### src/rtl/mem_arb_pkg.sv
// Shared types and constants for the memory port arbiter: FSM states,
// access-length codes, owner encoding and the fetch starvation counter update.
package mem_arb_pkg;

  typedef enum logic [1:0] {
    IDLE = 2'd0,
    BUSY = 2'd1,
    DONE = 2'd2
  } arb_state_e;

  localparam logic [1:0] LEN_B = 2'd0;
  localparam logic [1:0] LEN_H = 2'd1;
  localparam logic [1:0] LEN_W = 2'd3;

  localparam logic OWN_IF  = 1'b0;
  localparam logic OWN_MEM = 1'b1;

  // Counts consecutive MEM wins that left a fetch waiting; saturates at 15.
  function automatic logic [3:0] starve_upd(input logic [3:0] cnt,
                                            input logic       grant_mem,
                                            input logic       if_waiting);
    if (!grant_mem || !if_waiting) return 4'd0;
    return (cnt == 4'hF) ? cnt : cnt + 4'd1;
  endfunction

endpackage

### src/rtl/mem_arb_timer.sv
// Busy-cycle counter for the arbiter; expire_o flags the last cycle of the
// transaction budget.
module mem_arb_timer #(
  parameter int TIMEOUT_CYC = 64
) (
  input  logic clk,
  input  logic rst_n,
  input  logic clr_i,
  input  logic en_i,
  output logic expire_o
);

  logic [7:0] cnt_q;
  logic [7:0] cnt_d;

  assign expire_o = (cnt_q == 8'(TIMEOUT_CYC - 1));

  always_comb begin
    cnt_d = cnt_q;
    if (clr_i)                 cnt_d = 8'd0;
    else if (en_i && !expire_o) cnt_d = cnt_q + 8'd1;
  end

  always_ff @(posedge clk or negedge rst_n) begin
    if (!rst_n) cnt_q <= 8'd0;
    else        cnt_q <= cnt_d;
  end

endmodule

### src/rtl/mem_port_arbiter.sv
// Shares one memory port between instruction fetch (read-only) and the
// memory-access stage, one transaction at a time, with a timeout abort.
module mem_port_arbiter
  import mem_arb_pkg::*;
#(
  parameter int MADDR_L     = 32,
  parameter int DATA_L      = 32,
  parameter int STARVE_MAX  = 4,
  parameter int TIMEOUT_CYC = 64
) (
  input  logic               clk,
  input  logic               rst_n,
  input  logic               if_req,
  input  logic [MADDR_L-1:0] if_addr,
  input  logic [1:0]         if_len,
  output logic               if_ack,
  output logic [DATA_L-1:0]  if_rdata,
  input  logic               mem_req,
  input  logic               mem_we,
  input  logic [MADDR_L-1:0] mem_addr,
  input  logic [1:0]         mem_len,
  input  logic [DATA_L-1:0]  mem_wdata,
  output logic               mem_ack,
  output logic [DATA_L-1:0]  mem_rdata,
  output logic [MADDR_L-1:0] m_addr,
  output logic               m_re,
  output logic               m_we,
  output logic [1:0]         m_len,
  output logic [DATA_L-1:0]  m_wdata,
  input  logic [DATA_L-1:0]  m_rdata,
  input  logic               m_ready,
  output logic               err
);

  arb_state_e         state_q;
  logic               owner_q;
  logic [3:0]         starve_q;
  logic [MADDR_L-1:0] m_addr_q;
  logic               m_re_q;
  logic               m_we_q;
  logic [1:0]         m_len_q;
  logic [DATA_L-1:0]  m_wdata_q;
  logic               if_ack_q;
  logic               mem_ack_q;
  logic [DATA_L-1:0]  if_rdata_q;
  logic [DATA_L-1:0]  mem_rdata_q;
  logic               err_q;

  logic               grant_any_d;
  logic               grant_mem_d;
  logic               finish_d;
  logic [DATA_L-1:0]  rdata_d;
  logic               tmo_expire;

  assign grant_any_d = if_req | mem_req;
  // MEM has priority unless fetch has already lost STARVE_MAX times in a row.
  assign grant_mem_d = mem_req & ~(if_req & (starve_q == 4'(STARVE_MAX)));
  // m_ready on the expiry edge still counts as a normal completion.
  assign finish_d    = m_ready | tmo_expire;
  assign rdata_d     = m_ready ? m_rdata : '0;

  mem_arb_timer #(
    .TIMEOUT_CYC(TIMEOUT_CYC)
  ) u_timer (
    .clk     (clk),
    .rst_n   (rst_n),
    .clr_i   (state_q != BUSY),
    .en_i    ((state_q == BUSY) & ~m_ready),
    .expire_o(tmo_expire)
  );

  always_ff @(posedge clk or negedge rst_n) begin
    if (!rst_n) begin
      state_q     <= IDLE;
      owner_q     <= OWN_IF;
      starve_q    <= 4'd0;
      m_addr_q    <= '0;
      m_re_q      <= 1'b0;
      m_we_q      <= 1'b0;
      m_len_q     <= 2'd0;
      m_wdata_q   <= '0;
      if_ack_q    <= 1'b0;
      mem_ack_q   <= 1'b0;
      if_rdata_q  <= '0;
      mem_rdata_q <= '0;
      err_q       <= 1'b0;
    end else begin
      if_ack_q  <= 1'b0;
      mem_ack_q <= 1'b0;
      err_q     <= 1'b0;
      case (state_q)
        IDLE: begin
          if (grant_any_d) begin
            owner_q  <= grant_mem_d ? OWN_MEM : OWN_IF;
            starve_q <= starve_upd(starve_q, grant_mem_d, if_req);
            m_addr_q <= grant_mem_d ? mem_addr : if_addr;
            m_len_q  <= grant_mem_d ? mem_len : if_len;
            if (grant_mem_d) m_wdata_q <= mem_wdata;
            m_we_q   <= grant_mem_d & mem_we;
            m_re_q   <= ~(grant_mem_d & mem_we);
            state_q  <= BUSY;
          end
        end
        BUSY: begin
          if (finish_d) begin
            m_re_q  <= 1'b0;
            m_we_q  <= 1'b0;
            err_q   <= ~m_ready;
            state_q <= DONE;
            if (owner_q == OWN_MEM) begin
              mem_ack_q <= 1'b1;
              if (m_re_q) mem_rdata_q <= rdata_d;
            end else begin
              if_ack_q   <= 1'b1;
              if_rdata_q <= rdata_d;
            end
          end
        end
        DONE:    state_q <= IDLE;
        default: state_q <= IDLE;
      endcase
    end
  end

  assign m_addr    = m_addr_q;
  assign m_re      = m_re_q;
  assign m_we      = m_we_q;
  assign m_len     = m_len_q;
  assign m_wdata   = m_wdata_q;
  assign if_ack    = if_ack_q;
  assign mem_ack   = mem_ack_q;
  assign if_rdata  = if_rdata_q;
  assign mem_rdata = mem_rdata_q;
  assign err       = err_q;

endmodule

### config.mk
export PLATFORM = sky130hd
export DESIGN_NAME = mem_port_arbiter
export DESIGN_NICKNAME = d
export VERILOG_FILES = /design/src/rtl/mem_arb_pkg.sv /design/src/rtl/mem_arb_timer.sv /design/src/rtl/mem_port_arbiter.sv
export SDC_FILE = /design/constraint.sdc
export NUM_CORES = 1
export LEC_CHECK = 0
export BUFFER_PORTS_ARGS = -buffer_cell sky130_fd_sc_hd__buf_2
export CAP_MARGIN = 40
export CORE_MARGIN = 4
export CORE_UTILIZATION = 44
export CTS_CLUSTER_DIAMETER = 120
export DETAILED_ROUTE_END_ITERATION = 6
export GPL_ROUTABILITY_DRIVEN = 0
export PLACE_DENSITY_LB_ADDON = 0.12
export SETUP_SLACK_MARGIN = 0.1
export SLEW_MARGIN = 40
export SYNTH_ARGS = -nofsm -noshare
export SYNTH_HDL_FRONTEND = slang
export SYNTH_HIERARCHICAL = 1
export SYNTH_SLANG_ARGS = --single-unit
### constraint.sdc
create_clock -name clk -period 1.85 [get_ports clk]
set_clock_uncertainty 0.1 [all_clocks]
set_input_delay 0.0925 -clock clk [delete_from_list [all_inputs] [get_ports clk]]
set_output_delay 0.0925 -clock clk [all_outputs]
set_load 0.1 [all_outputs]
==> metrics.md <==
| Metric | Value |
|---|---|
| Area after DPL | 8346 um^2 |
| Prevailing post-synth register cell | dfrtp_1 |
| Final Cycle Share | 102.7% |
| Slew HR | slightly below 60% |
| Status | finished, violations left |
| Chip width | 130.4 um |
| Synth Register Bits | 150 |
| Share of layout cells above drive strength 1 | 39.19% |
| Wire per inst | around 17 um |
| Die area | 17000 um^2 |
| Worst Slack Setup Final | -0.05027 ns |
| TNS Setup | -0.6155 ns |
| Crit path max-delay family | simple AND/OR/NAND/NOR gates |
| Final Max Tran Viols | 0 |
| Hold Vio Cnt, Final | 2 |
| Final net count | 1211 |
| Initial Utilization | 45.16% |
| Congestion Overflow GR | 0 |
| Largest net degree at the start of global routing | 66 |
| DRT iter0 DRCs | 457 |
| Number of global-route vias before repair | between 6000 and 7000 |
| Initial antenna violation count | 0 |
| Root Buffer | clkbuf_16 |
| CTS tree | built |
| Port Buffers | 272 |
| Total GRT Usage | 25.07% |
| DRT Wirelength | approximately 22000 um |
| Ports | around 270 |
| Hold Slack | -0.1361 ns |
| Async SR Flop Fraction | 100.0% |
| Worst EP arrival | 2.14 ns |
| Slew @ Worst Pin | 0.6322 ns |
| CP Buf/Inv Count | 2 |
| Cells after Synth | 626 |
| Crit end category | flop |
| CP max stage cell | dfrtp_1 |
| Syn avg cell area | 10.53 um^2 |
| Clk_lat worst skew | just over 0.4 ns |
| Hold Buf Count CTS | approximately 130 |
| WP data required | 2.09 ns |
| Netlist cell types | 49 |
| Row cnt | 44 |
| Via count | 6419 |
| Yosys warnings | 6 |
| Worst min path class | primary input to flop |
| Most frequent CP cell | and3_4 |
| Tmin final | 1.900 ns |
| Top cell type's share of synthesized area | 56.97% |
| Syn_nets | 767 |
| Synth area leader | dfrtp_1 |
| Register area share after synthesis | a little under three fifths |
| Max clock buf depth | 2 |
| Area delta synth->final | 62.87% |
| Violated checks | negative hold slack, negative setup slack |
| Final Util | 73.56% |
| Design area | 10730 um^2 |
| Inserted Clock Buffers | 17 |
| CP Launch Type | flop |
| # H-tree levels | 4 |
| First-pass GRT wire length | 33550 um |
| Die height | 130.4 um |
| RSZ-0062 raised after global routing | true |
| Netlist Area Pre-Place | around 6600 um^2 |
| Detail Placement HPWL | 12900 um |
| Setup violators final | 28 |
| Peak Freq | 526.2 MHz |
| CP peak stage delay | 0.37 ns |
| Flop-to-flop setup slack | -0.05 ns |
| CP Max Fanout | 8 |
| Sink Count | 150 |
| Vias/cell | 5.066 |
| Drt pass-1 iters | 5 |
| Top cells by area, synth | dfrtp_1 (57%), mux2_4 (7.1%), a21oi_1 (5.7%), mux2i_1 (5.2%), nand2_1 (4.1%) |
| Max-Cap Viols | 0 |
| Core Area | 14590 um^2 |
| Register clock-pin slew on the reported worst setup and hold paths | 0.06 ns |
| WS Path Type | flop to flop |
| # DRC | 0 |
| Worst-path cell chain | ha_2, and3_4, and2_4, nor2_4, nor2_2, and3_4, buf_4, buf_16, mux2i_1 |
| Final ANT Viol Nets | 0 |
| Post-synth EDFFs | 0 |
routing by layer:
layer | share of wire, % | routed length (um) | track usage, %
met5 | 0 | 0 | 0
met4 | 3.6 | 778 | 10.16
met3 | 7.8 | 1702 | 6.057
met2 | 50 | 10830 | 41.76
met1 | 39 | 8546 | 31.58
layout by cell type, fill, tap and decap left out, drive strengths merged, types with 2 or more instances in the layout:
cell type	n
mux2	35
nor2	44
and3	2
nand4	2
nand2b	3
bufinv	4
nand3	34
dlygate4sd3	134
a21oi	75
and2	3
dfrtp	150
nor2b	3
buf	325
ha	3
nand2	73
inv	70
clkbuf	23
mux2i	34
nor3	4
clkinv	5
o21ai	36
synthesized netlist by cell type, drive strengths merged (2+ instances only):
cell type / instances
nor2: 44
inv: 70
nand2: 73
nand2b: 3
mux2i: 34
dfrtp: 150
buf: 21
nand3: 34
nand4: 2
and3: 2
a21oi: 75
o21ai: 36
ha: 3
clkbuf: 15
nor3: 4
and2: 3
nor2b: 3
mux2: 35
worst reg2reg max path, delay by kind of cell, from the launching register on:
family	cells	cell delay [ns]
AND/OR/NAND/NOR	5	0.69
flip-flops	1	0.37
adder cells (fa/ha/maj)	1	0.20
multiplexers	1	0.18
buffers and inverters	2	0.27
through the flow:
step,setup WS [ns],cells
floorplan,-0.002830,626
global placement,0.05081,1076
detailed placement,-0.04283,1076
CTS,-0.03041,1259
global route,-0.1313,1266
finish,-0.05027,1267
final timing paths:
kind,from,to,cells past startpoint
max reg2reg,u_timer/cnt_q[1],mem_rdata[15],9
min,m_ready,state_q[0],2
max in group asynchronous,rst_n,m_addr[7],3
max,u_timer/cnt_q[1],mem_rdata[15],9
min reg2reg,m_wdata[0],m_wdata[0],1
min in group asynchronous,rst_n,if_rdata[6],2
timing repair:
action | 4_1_cts | 5_1_grt
hold endpoints to repair | 284 | 2
cloned | 4 | 2
resized for setup | 13 | 22
buffers inserted | 14 | 6
setup endpoints to repair | 124 | 134
pin swaps | 3 | 6
state kept, by name, indices dropped and copies added (netlist names):
signal / cells
m_re: 1
owner_q: 1
mem_ack: 1
u_timer/cnt_q: 8
err: 1
mem_rdata: 32
m_wdata: 32
m_addr: 32
m_len: 2
starve_q: 4
if_ack: 1
if_rdata: 32
state_q: 2
m_we: 1
layout make-up:
class	count	area, um^2
antenna	1	2.502
inverter	70	262.8
sequential	150	3754
timing repair buffer	461	3385
tap	184	230.2
clock buffer	21	460.4
clock inverter	10	152.6
fill	965	3857
multi-input combinational	370	2485
cell families after synthesis:
group | Yosys count | share of synthesized area (%)
and+or+nand+nor | 174 | 12.08
DFF | 150 | 56.97
AOI/OAI and AO/OA | 124 | 10.25
buffers and inverters | 106 | 7.216
muxes | 69 | 12.91
adders and majority gates | 3 | 0.5698
Power is left out: the tool's default activity adds up to more than one toggle a clock period on the data nets, which glitch-free logic cannot reach.
